`config.mk`:
```
export PLATFORM = sky130hd
export DESIGN_NAME = temp_sensor_reader
export DESIGN_NICKNAME = d
export VERILOG_FILES = /design/src/rtl/temp_sensor_reader.sv
export SDC_FILE = /design/constraint.sdc
export NUM_CORES = 1
export LEC_CHECK = 0
export CAP_MARGIN = 20
export CORE_ASPECT_RATIO = 1.4
export CORE_MARGIN = 2
export CORE_UTILIZATION = 35
export DETAILED_ROUTE_END_ITERATION = 8
export GPL_TIMING_DRIVEN = 0
export PLACE_DENSITY = 0.54
export SKIP_CTS_REPAIR_TIMING = 1
export SLEW_MARGIN = 15
export SYNTH_ARGS = -nofsm -noshare
export SYNTH_HDL_FRONTEND = slang
export SYNTH_SLANG_ARGS = --single-unit
```
`constraint.sdc`:
```
create_clock -name CLK -period 1.77 [get_ports CLK]
set_input_delay 0.2655 -clock CLK [delete_from_list [all_inputs] [get_ports CLK]]
set_output_delay 0.2655 -clock CLK [all_outputs]
set_load 0.03 [all_outputs]
```
`src/rtl/temp_sensor_reader.sv`:
```
// SPI mode-0 sensor front end: one 16-bit frame per conversion -> clamped TN with a one-cycle TN_VALID strobe.
// No backpressure (TN is held, TN_VALID is a strobe); define TEMP_SENSOR_READER_MEDIAN3_EN for a 3-sample median filter.
module temp_sensor_reader #(
  parameter int CLK_DIV     = 4,
  parameter int IDLE_CYCLES = 8,
  parameter int TEMP_WIDTH  = 12,
  parameter int TEMP_MAX    = 100
) (
  input  logic                  CLK,
  input  logic                  RESET,
  input  logic                  EN,
  input  logic                  MISO,
  output logic                  SCLK,
  output logic                  CS_N,
  output logic [TEMP_WIDTH-1:0] TN,
  output logic                  TN_VALID,
  output logic                  FAULT
);

  localparam int CNT_MAX = (CLK_DIV > IDLE_CYCLES) ? CLK_DIV : IDLE_CYCLES;
  localparam int CW      = $clog2(CNT_MAX + 1);
  localparam logic [CW-1:0] DIV_LAST = CW'(CLK_DIV - 1);
  localparam logic [CW-1:0] GAP_LAST = CW'(IDLE_CYCLES - 1);

  typedef enum logic [1:0] {IDLE, SETUP, SHIFT, DONE} state_t;

  state_t                state_q, state_d;
  logic [CW-1:0]         cnt_q, cnt_d;
  logic [4:0]            half_q, half_d;
  logic [13:0]           shift_q, shift_d;
  logic                  sclk_q, sclk_d;
  logic                  cs_n_q, cs_n_d;
  logic [TEMP_WIDTH-1:0] tn_q, tn_d;
  logic                  tn_valid_q, tn_valid_d;
  logic                  fault_q, fault_d;

  logic                  sign_bit, fault_bit;
  logic [11:0]           mag;
  logic [TEMP_WIDTH-1:0] clamped;

`ifdef TEMP_SENSOR_READER_MEDIAN3_EN
  logic [TEMP_WIDTH-1:0] win1_q, win1_d, win2_q, win2_d;
  logic [1:0]            fill_q, fill_d;

  function automatic logic [TEMP_WIDTH-1:0] med3(input logic [TEMP_WIDTH-1:0] a,
                                                 input logic [TEMP_WIDTH-1:0] b,
                                                 input logic [TEMP_WIDTH-1:0] c);
    logic [TEMP_WIDTH-1:0] lo, hi;
    lo = (a < b) ? a : b;
    hi = (a < b) ? b : a;
    if (c < lo)      return lo;
    else if (c > hi) return hi;
    else             return c;
  endfunction
`endif

  // Only frame bits 15..2 are kept: shift_q[13]=sign, [12:1]=magnitude, [0]=fault.
  always_comb begin
    sign_bit  = shift_q[13];
    mag       = shift_q[12:1];
    fault_bit = shift_q[0];
    if (sign_bit)                 clamped = '0;
    else if (int'(mag) > TEMP_MAX) clamped = TEMP_WIDTH'(TEMP_MAX);
    else                          clamped = TEMP_WIDTH'(mag);
  end

  always_comb begin
    state_d    = state_q;
    cnt_d      = cnt_q;
    half_d     = half_q;
    shift_d    = shift_q;
    sclk_d     = sclk_q;
    cs_n_d     = cs_n_q;
    tn_d       = tn_q;
    tn_valid_d = 1'b0;
    fault_d    = fault_q;
`ifdef TEMP_SENSOR_READER_MEDIAN3_EN
    win1_d     = win1_q;
    win2_d     = win2_q;
    fill_d     = fill_q;
`endif
    case (state_q)
      IDLE: begin
        sclk_d = 1'b0;
        cs_n_d = 1'b1;
        // Counter saturates at GAP_LAST so a later EN starts a frame immediately.
        if (cnt_q == GAP_LAST) begin
          if (EN) begin
            state_d = SETUP;
            cnt_d   = '0;
            cs_n_d  = 1'b0;
          end
        end else begin
          cnt_d = cnt_q + 1'b1;
        end
      end
      SETUP: begin
        if (cnt_q == DIV_LAST) begin
          state_d = SHIFT;
          cnt_d   = '0;
          half_d  = '0;
        end else begin
          cnt_d = cnt_q + 1'b1;
        end
      end
      SHIFT: begin
        if (cnt_q == DIV_LAST) begin
          cnt_d  = '0;
          sclk_d = ~sclk_q;
          // Rising edges fall on even half-periods; the last two carry ignored bits.
          if (!sclk_q && (half_q < 5'd28)) shift_d = {shift_q[12:0], MISO};
          if (half_q == 5'd31) begin
            state_d = DONE;
            cs_n_d  = 1'b1;
            half_d  = '0;
          end else begin
            half_d = half_q + 5'd1;
          end
        end else begin
          cnt_d = cnt_q + 1'b1;
        end
      end
      DONE: begin
        state_d = IDLE;
        cnt_d   = '0;
        cs_n_d  = 1'b1;
        sclk_d  = 1'b0;
        if (fault_bit) begin
          fault_d = 1'b1;
        end else begin
          fault_d    = 1'b0;
          tn_valid_d = 1'b1;
`ifdef TEMP_SENSOR_READER_MEDIAN3_EN
          tn_d   = (fill_q == 2'd2) ? med3(clamped, win1_q, win2_q) : clamped;
          win1_d = clamped;
          win2_d = win1_q;
          fill_d = (fill_q == 2'd2) ? 2'd2 : fill_q + 2'd1;
`else
          tn_d = clamped;
`endif
        end
      end
      default: state_d = IDLE;
    endcase
  end

  always_ff @(posedge CLK) begin
    if (RESET) begin
      state_q    <= IDLE;
      cnt_q      <= '0;
      half_q     <= '0;
      shift_q    <= '0;
      sclk_q     <= 1'b0;
      cs_n_q     <= 1'b1;
      tn_q       <= '0;
      tn_valid_q <= 1'b0;
      fault_q    <= 1'b0;
`ifdef TEMP_SENSOR_READER_MEDIAN3_EN
      win1_q     <= '0;
      win2_q     <= '0;
      fill_q     <= '0;
`endif
    end else begin
      state_q    <= state_d;
      cnt_q      <= cnt_d;
      half_q     <= half_d;
      shift_q    <= shift_d;
      sclk_q     <= sclk_d;
      cs_n_q     <= cs_n_d;
      tn_q       <= tn_d;
      tn_valid_q <= tn_valid_d;
      fault_q    <= fault_d;
`ifdef TEMP_SENSOR_READER_MEDIAN3_EN
      win1_q     <= win1_d;
      win2_q     <= win2_d;
      fill_q     <= fill_d;
`endif
    end
  end

  assign SCLK     = sclk_q;
  assign CS_N     = cs_n_q;
  assign TN       = tn_q;
  assign TN_VALID = tn_valid_q;
  assign FAULT    = fault_q;

endmodule

```
# Word level (Yosys, flattened, before mapping)
# Cells that the tools add are included.
[totals] ff_bits=41 output_inout_bits=16 in_bits=4 wordCells=68
[classes] reduce_logical=15 n_bitwise=3 muxes=25 n_eq_ne=12 n_addsub=2 magnitude_cmp=2
[op_table] operator="$mux W12" count=2
[op_table] operator="$mux W5" count=3
[op_table] operator="$gt A12 B7 Y1 const B" count=1
[op_table] operator="$mux W4" count=3
[op_table] operator="$pmux W4 S3" count=1
[op_table] operator="$mux W2" count=5
[op_table] operator="$ne A2 B2 Y1 const B" count=5
[op_table] operator="$pmux W5 S2" count=1
[op_table] operator="$reduce_and A3 Y1" count=3
[op_table] operator="$pmux W2 S4" count=1
[op_table] operator="$mux W1" count=7
[op_table] operator="$reduce_or A2 Y1" count=3
[op_table] operator="$add A5 B1 Y5 const B" count=1
[op_table] operator="$eq A5 B5 Y1 const B" count=1
[op_table] operator="$lt A5 B5 Y1 const B" count=1
[op_table] operator="$reduce_and A5 Y1" count=1
[op_table] operator="$add A4 B1 Y4 const B" count=1
[op_table] operator="$eq A2 B2 Y1 const B" count=2
[op_table] operator="$eq A4 B2 Y1 const B" count=1
[op_table] operator="$eq A4 B3 Y1 const B" count=1
[op_table] operator="$reduce_and A2 Y1" count=2
[op_table] operator="$reduce_bool A2 Y1" count=2
[op_table] operator="$ne A3 B3 Y1 const B" count=1
[op_table] operator="$not A1 Y1" count=3
[op_table] operator="7 further kinds" count=7

# Longest topological paths before layout
[logic_depth] depth_word=4 ltp_mapped=7 depth_no_buf=7

# Worst setup path after synthesis
# No wires, ideal clock.
[synth_path] path_kind="register -> register" startpoint="register state_q[0]" endpoint="register cnt_q[0]" required_time_ps=1683 arrival_ps=1526 slack_ps=157 n_path_buf=0 setup_ps=87 path_stages_with_launch=7 synth_period_minus_slack_ps=1613 cell_sequence="dfxtp_1 > inv_1 > ha_1 > nor2b_1 > or3b_4 > or3b_1 > o31ai_1"
[synth_via] elab_chain_cells=3 elab_cells_between_ends=7 cone_classes="eq/ne: 4; mux: 1; reduce/logical: 2"
[synth_lines] item="start: declaration" line="27" rtl="state_t state_q, state_d;"
[synth_lines] item="start signal: assignment" line="164" rtl="state_q <= state_d;"
[synth_lines] item="$eq A2 B2 Y1 or $eq A2 B1 Y1 (tied branches)" line="82" rtl="case (state_q)"
[synth_lines] item="$reduce_or A2 Y1 (no line)"
[synth_lines] item="$pmux W4 S3" line="82"
[synth_lines] item="end signal: assignment" line="165" rtl="cnt_q <= cnt_d;"
[synth_lines] item="end: declaration" line="28" rtl="logic [CW-1:0] cnt_q, cnt_d;"
# Several ways; a longest one is shown, not always the timed one.
# A chain may end at the register's enable or synchronous reset.

# Worst setup path after layout
[layout_path] startpoint="register half_q[0]" endpoint="register state_q[0]"
[layout_via] elab_chain_cells=3
[layout_lines] item="start: declaration" line="29" rtl="logic [4:0] half_q, half_d;"
[layout_lines] item="start signal: assignment" line="166" rtl="half_q <= half_d;"
[layout_lines] item="$eq A5 B5 Y1" line="112" rtl="if (half_q == 5'd31) begin"
[layout_lines] item="$ne A2 B2 Y1 (no line)"
[layout_lines] item="$reduce_and A5 Y1 (no line)"
# No other way between the ends.

==> reports/qor.csv <==
metric;value;unit
leading cell type in the layout, fill and taps excluded;dfxtp_1;
CTS sink cnt;41;
clk slew on worst S/H paths;0.08;ns
multiplexer share of the synthesized area;9.23;%
initial drt markers;61;
Area growth syn-to-layout;26.6;%
Flop pwr share;48.9;%
highest routing layer actually used;met4;
Clk pwr share;38.9;%
latest clock arrival within the worst-skew pair;0.29;ns
critical path class;flip-flop to flip-flop;
CTS H-tree lvls;2;
Warnings, synthesis;0;
Synth Instances;177;
synthesized cell area;0.00174;mm²
Setup WS post-layout;0.0866;ns
initial antenna violation count;0;
routed wl met2;1780;µm
Gate power share;12.2;%
Fillers;488;
Final Util;45.7;%
Final Skew;0.00565;ns
Crit. End Element;flip-flop;
Cell Pwr Density;916;mW/mm²
gr ovfl total;0;
Net Switching;0.490;mW
WP data arrival;1.86;ns
dpl cell area;0.00201;mm²
Max Slew Vio Count;0;
Synth Area in Simple Gates;19.4;%
fin area;0.00220;mm²
Port Buf Inserts;19;
Initial Util;36.1;%
Rel. slew slack;68.0;%
Die Y-Extent;87.3;µm
met3 wire length;92;µm
Detailed Place HPWL;2530;µm
dominant cells by area after synthesis;dfxtp_1, mux2i_1, ha_1;
max cap viols;0;
Sw Ratio;24.3;%
status;finished, final reports clean;
FF+latch count, synth;41;
count of final hold-check violations;0;
# IOs;20;
CP delay by family, top;compound AO/OA/AOI/OAI gates;
commonest non-fill, non-tap cells in the layout;dfxtp_1, nor2_1, clkdlybuf4s50_1;
dominant cell type by area after synthesis;dfxtp_1;
vias in the first global route;1254;
Slew @ Worst Pin;0.478;ns
post-synthesis average cell area;9.80;µm²
Tcrit/Tclk final;95.1;%
number of core rows;30;
final wirelength;3360;µm
share of post-route cells with drive strength above 1;15.2;%
Syn Nets;190;
min-delay worst type;flip-flop to flip-flop;
Critical Path Slowest Stage Cell;dfxtp_1;
P_int;1.52;mW
n_diodes;0;
endpoints failing setup;0;
residual DRC count;0;
post-synthesis sequential area ratio;47.3;%
post-synthesis cell type count;39;
Die ar.;0.00555;mm²
CTS tree;done;
first-pass GRT wire length;5530;µm
vias post-DR;1319;
Synth Area in Adders;6.49;%
Compound-Gate Fraction of Synth Area;12.5;%
core area;0.00480;mm²
gr usage total;12.7;%
Routed WL per cell;12.5;µm
Worst setup SP type;flip-flop;
worst path bufs/invs;0;
post-route ant nets;0;
Inserted Clock Buffers;5;
Post-Route M1 WL;1440;µm
clock root cell;clkbuf_8;
Reg area;823;µm²
DR vias/cell;4.92;
Max Buffers Root-to-Sink;2;
Final GP Congestion;0.754;
P_leak;0.931;nW
top cell type's share of synthesized area;47.3;%
Max IR drop VDD;431;µV
Final min period;1.68;ns
critical path required time;1.95;ns
Max Clock Freq;594;MHz
fin nets;216;
largest family of logic cells by synthesized area;simple AND/OR/NAND/NOR gates;
largest net degree at the start of global routing;14;
DRT Pass-1 Iters;4;
CP max FO;3;
Post-Place Worst Slack;-0.163;ns
area occupied by multi-input gates;913;µm²
crit-path cells;ha_1 -> and3_1 -> ha_1 -> nand2b_4 -> a21oi_2 -> a21oi_2 -> o211a_1;
die width;63.5;µm
Post-Synth XOR/XNOR Area;2.02;%
CP peak stage delay;0.34;ns
[path summary, 6_finish.rpt]
check | start | end | slack (ns) | cells after the start
setup / recovery | half_q[0] | state_q[0] | 0.09 | 7
hold / removal | TN[2] | TN[2] | 0.46 | 2
setup reg to reg | half_q[0] | state_q[0] | 0.09 | 7
hold reg to reg | TN[2] | TN[2] | 0.46 | 2
[cell families after synthesis]
logic type / Yosys count
flops: 41
simple gates: 64
fa+ha+maj: 9
mux: 16
xor+xnor: 4
buf+inv: 12
compound gates: 31
[flip-flops by register name, summed over array words and instances, names as in the netlist]
name	flops
shift_q	14
TN	12
cnt_q	4
TN_VALID	1
SCLK	1
state_q	2
half_q	5
CS_N	1
FAULT	1
[metrics by stage]
stage,power [mW],TNS [ns],cells,hold slack (ns)
2_1_floorplan,1.15,0,177,0.380
3_3_place_gp,1.20,-0.594,260,0.436
3_5_place_dp,1.21,-0.960,260,0.446
4_1_cts,2.00,-1.14,268,0.466
5_1_grt,2.12,-0.0102,268,0.503
6_report,2.01,0,268,0.461
[cells in the mapped netlist]
library cell,count
o21ai_0,7
nand3_1,1
nor3b_4,1
o21ba_2,1
a21oi_1,6
nor2_1,27
o31ai_1,1
clkbuf_1,5
nand4b_1,1
o32ai_1,2
xor2_1,4
or3b_4,1
inv_1,5
nor3b_1,1
dfxtp_1,41
nand2_2,1
a2111o_1,1
mux2i_1,16
o221ai_1,1
and2_1,1
a31oi_1,1
ha_1,9
and3_1,7
clkbuf_2,1
a21boi_0,1
a22o_1,4
nand3_4,1
o211a_1,1
nor3_1,4
nand2b_1,2
or3b_1,1
or3_1,2
nor4_1,1
nand4_1,1
nor2b_1,1
o211ai_1,3
nand2_1,10
o21a_1,2
buf_6,1
[layout make-up]
class / count / area share, %
inverter: 5 / 0.854
buffer: 6 / 1.42
clock inverter: 2 / 1.71
timing repair buffer: 20 / 9.57
tap: 64 / 3.64
sequential: 41 / 37.5
clock buffer: 6 / 3.76
multi-input combinational: 124 / 41.6
[power groups by stage]
| stage | logic, mW | registers [mW] | clock network (mW) |
|---|---|---|---|
| 3_3_place_gp | 0.196 | 1.00 | 0 |
| 3_5_place_dp | 0.205 | 1.00 | 0 |
| 5_1_grt | 0.278 | 0.988 | 0.849 |
| 2_1_floorplan | 0.157 | 0.997 | 0 |
| 6_report | 0.245 | 0.984 | 0.782 |
| 4_1_cts | 0.205 | 0.982 | 0.815 |
[layer usage]
layer | GRT usage [%] | up-vias
met4 | 6.32 | 0
met2 | 23.4 | 20
met1 | 13.4 | 627
met3 | 2.85 | 5
met5 | 0 | -
li1 | - | 667
[worst reg2reg max path, stage by stage, from the launching register on]
cell and delay, ns:
dfxtp_1 0.34, ha_1 0.22, and3_1 0.19, ha_1 0.20
nand2b_4 0.14, a21oi_2 0.21, a21oi_2 0.07, o211a_1 0.20
(Power assumes the default switching activity.)
